<file path="src/rtl/dmem_ctrl_if.sv">
// Pipeline-side and bus-side signal bundle for dmem_ctrl.
// master = the controller itself; slave = the pipeline plus bus/memory it talks to.
interface dmem_ctrl_if;
    logic [31:0] d_mem_addr_i;
    logic [31:0] d_mem_wdata_i;
    logic        mem_read_i;
    logic        mem_write_i;
    logic [2:0]  funct3_i;
    logic        stall_o;
    logic [31:0] mem_rdata_o;
    logic        rdata_valid_o;
    logic        misaligned_o;
    logic        bus_err_o;
    logic        bus_req_o;
    logic        bus_we_o;
    logic [31:0] bus_addr_o;
    logic [31:0] bus_wdata_o;
    logic [3:0]  bus_be_o;
    logic        bus_gnt_i;
    logic        bus_rvalid_i;
    logic [31:0] bus_rdata_i;

    modport master (
        input  d_mem_addr_i, d_mem_wdata_i, mem_read_i, mem_write_i, funct3_i,
        input  bus_gnt_i, bus_rvalid_i, bus_rdata_i,
        output stall_o, mem_rdata_o, rdata_valid_o, misaligned_o, bus_err_o,
        output bus_req_o, bus_we_o, bus_addr_o, bus_wdata_o, bus_be_o
    );

    modport slave (
        output d_mem_addr_i, d_mem_wdata_i, mem_read_i, mem_write_i, funct3_i,
        output bus_gnt_i, bus_rvalid_i, bus_rdata_i,
        input  stall_o, mem_rdata_o, rdata_valid_o, misaligned_o, bus_err_o,
        input  bus_req_o, bus_we_o, bus_addr_o, bus_wdata_o, bus_be_o
    );
endinterface

</file>
<file path="src/rtl/dmem_ctrl.sv">
// MEM-stage data memory controller: sized/aligned loads and stores over a req/gnt/rvalid bus.
// Optional bus-wait timeout is compiled in when DMEM_TIMEOUT_EN is defined.
module dmem_ctrl #(
    parameter int TIMEOUT = 64
) (
    input  logic        clk,
    input  logic        rst,
    dmem_ctrl_if.master dm
);
    typedef enum logic [1:0] {
        IDLE = 2'd0,
        REQ  = 2'd1,
        WAIT = 2'd2,
        DONE = 2'd3
    } state_e;

    state_e      state_q, state_d;
    logic [31:0] addr_q, addr_d;
    logic [31:0] wdata_q, wdata_d;
    logic [31:0] rdata_q, rdata_d;
    logic [3:0]  be_q, be_d;
    logic [2:0]  funct3_q, funct3_d;
    logic        we_q, we_d;

    logic        req_present;
    logic        illegal;
    logic        tmo_fire;
    logic [3:0]  st_be;
    logic [31:0] st_wdata;
    logic [31:0] lane;
    logic [31:0] load_fmt;
    logic        stall;
    logic        misaligned;
    logic        bus_req;
    logic        rd_valid;

    assign req_present = dm.mem_read_i | dm.mem_write_i;

    always_comb begin
        illegal = 1'b0;
        case (dm.funct3_i)
            3'b001, 3'b101:         illegal = dm.d_mem_addr_i[0];
            3'b010:                 illegal = |dm.d_mem_addr_i[1:0];
            3'b011, 3'b110, 3'b111: illegal = 1'b1;
            default:                illegal = 1'b0;
        endcase
    end

    // Store lanes are replicated so the bus side only needs the byte enables.
    always_comb begin
        st_be    = 4'b1111;
        st_wdata = dm.d_mem_wdata_i;
        if (dm.mem_write_i) begin
            case (dm.funct3_i[1:0])
                2'b00: begin
                    st_be    = 4'b0001 << dm.d_mem_addr_i[1:0];
                    st_wdata = {4{dm.d_mem_wdata_i[7:0]}};
                end
                2'b01: begin
                    st_be    = 4'b0011 << {dm.d_mem_addr_i[1], 1'b0};
                    st_wdata = {2{dm.d_mem_wdata_i[15:0]}};
                end
                default: begin
                    st_be    = 4'b1111;
                    st_wdata = dm.d_mem_wdata_i;
                end
            endcase
        end
    end

    always_comb begin
        lane     = dm.bus_rdata_i >> {addr_q[1:0], 3'b000};
        load_fmt = lane;
        case (funct3_q)
            3'b000:  load_fmt = {{24{lane[7]}}, lane[7:0]};
            3'b001:  load_fmt = {{16{lane[15]}}, lane[15:0]};
            3'b100:  load_fmt = {24'b0, lane[7:0]};
            3'b101:  load_fmt = {16'b0, lane[15:0]};
            default: load_fmt = lane;
        endcase
    end

    always_comb begin
        state_d    = state_q;
        addr_d     = addr_q;
        wdata_d    = wdata_q;
        be_d       = be_q;
        funct3_d   = funct3_q;
        we_d       = we_q;
        rdata_d    = rdata_q;
        stall      = 1'b0;
        misaligned = 1'b0;
        bus_req    = 1'b0;
        rd_valid   = 1'b0;
        case (state_q)
            IDLE: begin
                if (req_present) begin
                    if (illegal) begin
                        misaligned = 1'b1;
                    end else begin
                        stall    = 1'b1;
                        state_d  = REQ;
                        addr_d   = dm.d_mem_addr_i;
                        funct3_d = dm.funct3_i;
                        we_d     = dm.mem_write_i;
                        be_d     = st_be;
                        wdata_d  = st_wdata;
                    end
                end
            end
            REQ: begin
                stall   = 1'b1;
                bus_req = 1'b1;
                if (dm.bus_gnt_i) begin
                    state_d = we_q ? DONE : WAIT;
                end else if (tmo_fire) begin
                    state_d = DONE;
                    if (!we_q) rdata_d = '0;
                end
            end
            WAIT: begin
                stall = 1'b1;
                if (dm.bus_rvalid_i) begin
                    rdata_d = load_fmt;
                    state_d = DONE;
                end else if (tmo_fire) begin
                    rdata_d = '0;
                    state_d = DONE;
                end
            end
            DONE: begin
                // Always return to IDLE so the still-presented request is not reissued.
                rd_valid = ~we_q;
                state_d  = IDLE;
            end
            default: state_d = IDLE;
        endcase
    end

    always_ff @(posedge clk) begin
        if (rst) begin
            state_q  <= IDLE;
            addr_q   <= '0;
            wdata_q  <= '0;
            rdata_q  <= '0;
            be_q     <= '0;
            funct3_q <= '0;
            we_q     <= 1'b0;
        end else begin
            state_q  <= state_d;
            addr_q   <= addr_d;
            wdata_q  <= wdata_d;
            rdata_q  <= rdata_d;
            be_q     <= be_d;
            funct3_q <= funct3_d;
            we_q     <= we_d;
        end
    end

`ifdef DMEM_TIMEOUT_EN
    localparam int CW = (TIMEOUT > 1) ? $clog2(TIMEOUT) : 1;

    logic [CW-1:0] cnt_q, cnt_d;
    logic          err_q;

    // Clearing while idle means the count always restarts on entry to REQ.
    always_comb begin
        cnt_d = cnt_q;
        if (state_q == IDLE) begin
            cnt_d = '0;
        end else if (state_q == REQ || state_q == WAIT) begin
            cnt_d = cnt_q + CW'(1);
        end
    end

    assign tmo_fire = (cnt_q == CW'(TIMEOUT - 1)) &&
                      (((state_q == REQ) && !dm.bus_gnt_i) ||
                       ((state_q == WAIT) && !dm.bus_rvalid_i));

    always_ff @(posedge clk) begin
        if (rst) begin
            cnt_q <= '0;
            err_q <= 1'b0;
        end else begin
            cnt_q <= cnt_d;
            err_q <= tmo_fire;
        end
    end

    assign dm.bus_err_o = err_q;
`else
    assign tmo_fire     = 1'b0;
    assign dm.bus_err_o = 1'b0;
`endif

    assign dm.stall_o       = stall;
    assign dm.misaligned_o  = misaligned;
    assign dm.rdata_valid_o = rd_valid;
    assign dm.mem_rdata_o   = rdata_q;
    assign dm.bus_req_o     = bus_req;
    assign dm.bus_we_o      = we_q;
    assign dm.bus_addr_o    = {addr_q[31:2], 2'b00};
    assign dm.bus_wdata_o   = wdata_q;
    assign dm.bus_be_o      = be_q;
endmodule
</file>
<file path="src/flat_wrapper.sv">
// flat-port wrapper written by rule: the top's interface ports become plain ports
module dmem_ctrl_flat 
#(
    parameter int TIMEOUT = 64
)
  (clk, rst, dm_d_mem_addr_i, dm_d_mem_wdata_i, dm_mem_read_i, dm_mem_write_i, dm_funct3_i, dm_bus_gnt_i, dm_bus_rvalid_i, dm_bus_rdata_i, dm_stall_o, dm_mem_rdata_o, dm_rdata_valid_o, dm_misaligned_o, dm_bus_err_o, dm_bus_req_o, dm_bus_we_o, dm_bus_addr_o, dm_bus_wdata_o, dm_bus_be_o);
  dmem_ctrl_if dm_i ();
  input  logic clk;
  input  logic rst;
  input wire logic [$bits(dm_i.d_mem_addr_i)-1:0] dm_d_mem_addr_i;
  input wire logic [$bits(dm_i.d_mem_wdata_i)-1:0] dm_d_mem_wdata_i;
  input wire logic [$bits(dm_i.mem_read_i)-1:0] dm_mem_read_i;
  input wire logic [$bits(dm_i.mem_write_i)-1:0] dm_mem_write_i;
  input wire logic [$bits(dm_i.funct3_i)-1:0] dm_funct3_i;
  input wire logic [$bits(dm_i.bus_gnt_i)-1:0] dm_bus_gnt_i;
  input wire logic [$bits(dm_i.bus_rvalid_i)-1:0] dm_bus_rvalid_i;
  input wire logic [$bits(dm_i.bus_rdata_i)-1:0] dm_bus_rdata_i;
  output wire logic [$bits(dm_i.stall_o)-1:0] dm_stall_o;
  output wire logic [$bits(dm_i.mem_rdata_o)-1:0] dm_mem_rdata_o;
  output wire logic [$bits(dm_i.rdata_valid_o)-1:0] dm_rdata_valid_o;
  output wire logic [$bits(dm_i.misaligned_o)-1:0] dm_misaligned_o;
  output wire logic [$bits(dm_i.bus_err_o)-1:0] dm_bus_err_o;
  output wire logic [$bits(dm_i.bus_req_o)-1:0] dm_bus_req_o;
  output wire logic [$bits(dm_i.bus_we_o)-1:0] dm_bus_we_o;
  output wire logic [$bits(dm_i.bus_addr_o)-1:0] dm_bus_addr_o;
  output wire logic [$bits(dm_i.bus_wdata_o)-1:0] dm_bus_wdata_o;
  output wire logic [$bits(dm_i.bus_be_o)-1:0] dm_bus_be_o;
  assign dm_i.d_mem_addr_i = dm_d_mem_addr_i;
  assign dm_i.d_mem_wdata_i = dm_d_mem_wdata_i;
  assign dm_i.mem_read_i = dm_mem_read_i;
  assign dm_i.mem_write_i = dm_mem_write_i;
  assign dm_i.funct3_i = dm_funct3_i;
  assign dm_i.bus_gnt_i = dm_bus_gnt_i;
  assign dm_i.bus_rvalid_i = dm_bus_rvalid_i;
  assign dm_i.bus_rdata_i = dm_bus_rdata_i;
  assign dm_stall_o = dm_i.stall_o;
  assign dm_mem_rdata_o = dm_i.mem_rdata_o;
  assign dm_rdata_valid_o = dm_i.rdata_valid_o;
  assign dm_misaligned_o = dm_i.misaligned_o;
  assign dm_bus_err_o = dm_i.bus_err_o;
  assign dm_bus_req_o = dm_i.bus_req_o;
  assign dm_bus_we_o = dm_i.bus_we_o;
  assign dm_bus_addr_o = dm_i.bus_addr_o;
  assign dm_bus_wdata_o = dm_i.bus_wdata_o;
  assign dm_bus_be_o = dm_i.bus_be_o;
  dmem_ctrl #(.TIMEOUT(TIMEOUT)) u_core (.clk(clk), .rst(rst), .dm(dm_i));
endmodule
</file>
<file path="config.mk">
export PLATFORM = sky130hd
export DESIGN_NAME = dmem_ctrl_flat
export DESIGN_NICKNAME = d
export VERILOG_FILES = /design/src/rtl/dmem_ctrl_if.sv /design/src/rtl/dmem_ctrl.sv /design/src/flat_wrapper.sv
export SDC_FILE = /design/constraint.sdc
export NUM_CORES = 1
export LEC_CHECK = 0
export BUFFER_PORTS_ARGS = -buffer_cell sky130_fd_sc_hd__buf_2
export CAP_MARGIN = 20
export CORE_ASPECT_RATIO = 1.5
export CORE_MARGIN = 2
export CORE_UTILIZATION = 54
export CTS_BUF_LIST = sky130_fd_sc_hd__clkbuf_8
export DETAILED_ROUTE_END_ITERATION = 10
export PLACE_DENSITY_LB_ADDON = 0.05
export SLEW_MARGIN = 30
export SYNTH_ARGS = -nofsm -noshare
export SYNTH_HDL_FRONTEND = slang
export SYNTH_SLANG_ARGS = --single-unit
</file>
<file path="constraint.sdc">
create_clock -name clk -period 4.75 [get_ports clk]
set_input_delay 0.95 -clock clk [delete_from_list [all_inputs] [get_ports clk]]
set_output_delay 0.95 -clock clk [all_outputs]
set_load 0.02 [all_outputs]
</file>
==> metrics list <==
- IR analysis of the VDD net gives a maximum drop of 309 uV.
* PwrDens: 463 nW/um2
- In this run the most used layer during global routing was met2.
- The run finished with clean final reports.
- Share of Yosys cell area claimed by the top area cell type: 0.418
- Worst R2R Start: u_core.addr_q[1]$_SDFFE_PP0P_
- The cell area that synthesis handed to floorplanning was 5080 um2.
- Post-synthesis mux area share: 0.0870
- The worst setup path is launched from an input port.
- Final Skew: 0.00995 ns
* CP Data Arrival Time: 2.36 ns
* Static leakage power: 2.66 nW
- Total negative setup slack: 0 ns
- After clock tree synthesis, the clock-pin slew on the worst setup and hold paths is 0.10 ns.
- The worst hold path begins at u_core.dm.mem_rdata_o[3]$_SDFFE_PP0P_.
- Hold-fix buffers at CTS: 0
- The via count of the first global-routing pass came to 4,267.
- In this run the worst setup path begins at dm_funct3_i[0].
- Combinational family with the most area after synthesis: compound AO/OA/AOI/OAI gates
- The critical path in this run is classified as input port to output pin.
* Synth top area cells: dfxtp_1 (42%), nand2_1 (8.9%), a21oi_1 (6.9%)
- At the pin with the least slew margin, the transition time is 0.918 ns.
- Summed over all layers, the routed wires come to 12,900 um.
- Arithmetic-cell share of the synthesized area counting full adders, half adders and majority gates: 0.0148
- TritonCTS clock tree: built
- Count of state elements after synthesis: 106
- Hold slack: 0.457 ns
- Max-cap violations in this run came to 0.
- In the final layout, the share of cells above drive strength 1 is 0.347.
* Post-Syn Area per Cell: 8.36 um2
* Complex-gate fraction of the synthesized area: 0.203
* Cells after Synth: 607
- After synthesis, the netlist uses 41 different library cells.
- Setup repair after global routing left no endpoint under its margin.
* Standard cell area after detailed placement: 5850 um2
- The synthesized design contains 0 enable-type register cells.
- Setup Fix Bufs, Post-CTS: 0
- Max-slew violation total from the final report: 0
* Drt wl/cell: 14.8 um
- Required time at the worst-slack endpoint: 3.80 ns
- Prior to clock tree synthesis, the placed netlist has a worst setup slack of 1.45 ns.
- Hpwl dp: 9340 um
- Post-Layout Inst Area: 6080 um2
* Xor and xnor fraction of the mapped netlist area: 0
* Max Root-Sink Buffers: 2
- 0 antenna diodes ended up in the layout.
- Quantity of gates resized following cts: 0
- The worst setup path is captured at an output pin.
- Counting the buffers created by CTS gives 9.
* Max-slew headroom: 0.387
- Summed over all layers, the global routing overflow is 0.
- Clock tree synthesis found a total of 106 sinks.
* Core Region: 9200 um2
* GRT Resource Usage Total: 0.241
- Total number of vias: 4,661
- X dimension of the die: 83.2 um
- Share of synthesized cell area in and, or, nand and nor gates: 0.180
* Starting density of the core: 0.552
* Wire length of the first global-routing pass: 20,000 um
* Number of top-level pins: 211
- Vert. Die Dim: 123 um
- Number of filler cells placed in the layout: 853
* I/O Buffers: 207
- The tree is rooted in a clkbuf_8.
- Global placer's final weighted congestion: 0.869
- Setup violations remaining at the end of the flow were counted as 0.
* Row cnt: 43
* Final min period: 3.31 ns
* Met3 Track Usage GR: 0.0625
- Hold violation count in the final report: 0
* Hold Path Class: flop to flop
* Maximum fanout encountered on the critical timing path: 15
* Top cells by instance count after synthesis: nand2_1 (121), dfxtp_1 (106), a21oi_1 (70), nor2_1 (41), buf_4 (35)
- For this run, the leading register cell type out of synthesis is dfxtp_1.
* Upper clock frequency limit: 0.302 GHz
- The largest total area in the synthesized netlist belongs to dfxtp_1.
- Pin count of the biggest net entering global routing: 116
- DRC Markers: 0
- Top-count cell post-synth: nand2_1
* Final period util: 0.697
- Latest clock arrival within the worst-skew pair: 0.37 ns
- The count of nets left with antenna violations once routing finished came out at 0.
* Nets: 860
- The first detailed-routing pass took 5 iterations.
* Worst path setup slack after routing: 1.44 ns
* Synth warnings: 0
- Drt first-iter violations: 220
- Fraction of synthesis flops using an asynchronous set or reset pin: 0
- Total die area: 10,200 um2
- Initial antenna violation count: 0
- For met2 alone, demand over resource in global routing was 0.435.
- In the global route stage, met1 resource usage came out at 0.270.
* Area growth syn-to-layout: 19.8%
- For this run, the register share of the synthesized area comes to 0.418.
- Power comes to 2.81 mW.
- Avg Vias per Cell: 5.38
- H-tree levels: 3
layout by cell type, fill, tap and decap left out, types with 2 or more instances in the layout:
cell and instances:
a211oi_1 21, a211oi_2 10, a21o_1 2, a21oi_1 70, buf_2 206, buf_4 4, bufinv_16 2, clkbuf_8 10
conb_1 3, dfxtp_1 106, ha_1 6, inv_1 5, inv_8 3, mux2_2 15, mux2i_1 25, nand2_1 121
nand2b_1 3, nand3b_1 16, nor2_1 41, nor2b_1 5, nor3_1 10, o211ai_1 8, o21ai_0 25, o21ai_1 9
o21bai_1 2, o2bb2ai_1 7, or2_2 2
report_power, final:
part	switching (mW)	total, mW	internal, mW
logic	0.663	1.03	0.369
clock network	0.313	0.634	0.321
registers	0.100	1.15	1.05
total	1.08	2.81	1.74
through the flow:
stage	util	std cells
final	0.661	866
after floorplan	-	609
after CTS	0.661	866
after global routing	0.661	866
after global placement	0.634	850
after detailed placement	0.636	850
worst paths after layout:
check / endpoint / slack [ns] / cells past startpoint
worst max-delay path: dm_misaligned_o / 1.44 / 5
worst min-delay path: u_core.dm.mem_rdata_o[3]$_SDFFE_PP0P_ / 0.46 / 2
worst max register to register: u_core.dm.mem_rdata_o[15]$_SDFFE_PP0P_ / 2.10 / 4
worst min register to register: u_core.dm.mem_rdata_o[3]$_SDFFE_PP0P_ / 0.46 / 2
flip-flops by register name, summed over array words and instances, names as in the netlist:
name	cells
u_core.addr_q	32
u_core.dm.bus_wdata_o	32
u_core.dm.mem_rdata_o	32
u_core.dm.bus_be_o	4
u_core.funct3_q	3
u_core.state_q	2
u_core.dm.bus_we_o	1
cell families (layout without fill, tap and decap cells):
| family | after synthesis | after routing |
|---|---|---|
| other | 1 | 3 |
| multiplexers | 41 | 41 |
| flip-flops | 106 | 106 |
| AO/OA/AOI/OAI | 160 | 160 |
| buffers and inverters | 86 | 231 |
| adder cells (fa/ha/maj) | 6 | 6 |
| AND/OR/NAND/NOR | 207 | 207 |
cell type report:
class / instances / area (um2) / share of cell area
tap: 112 / 140 / 0.0230
multi-input combinational: 417 / 2500 / 0.411
inverter: 4 / 15.0 / 0.00247
clock inverter: 6 / 97.6 / 0.0160
sequential: 106 / 2120 / 0.349
timing repair buffer: 211 / 1070 / 0.176
clock buffer: 10 / 138 / 0.0226
per-layer routing:
| metal | part of all wire | vias to the layer above |
|---|---|---|
| met5 | 0 | - |
| met4 | 0.022 | 0 |
| met3 | 0.068 | 18 |
| met2 | 0.53 | 165 |
| met1 | 0.38 | 2151 |
| li1 | - | 2327 |
critical path, stage by stage:
cell and delay [ns]:
buf_2 0.35, a21oi_1 0.24, or2_2 0.40, nor3b_1 0.22
buf_2 0.20
Note: power is estimated with default switching activity, not from simulation.
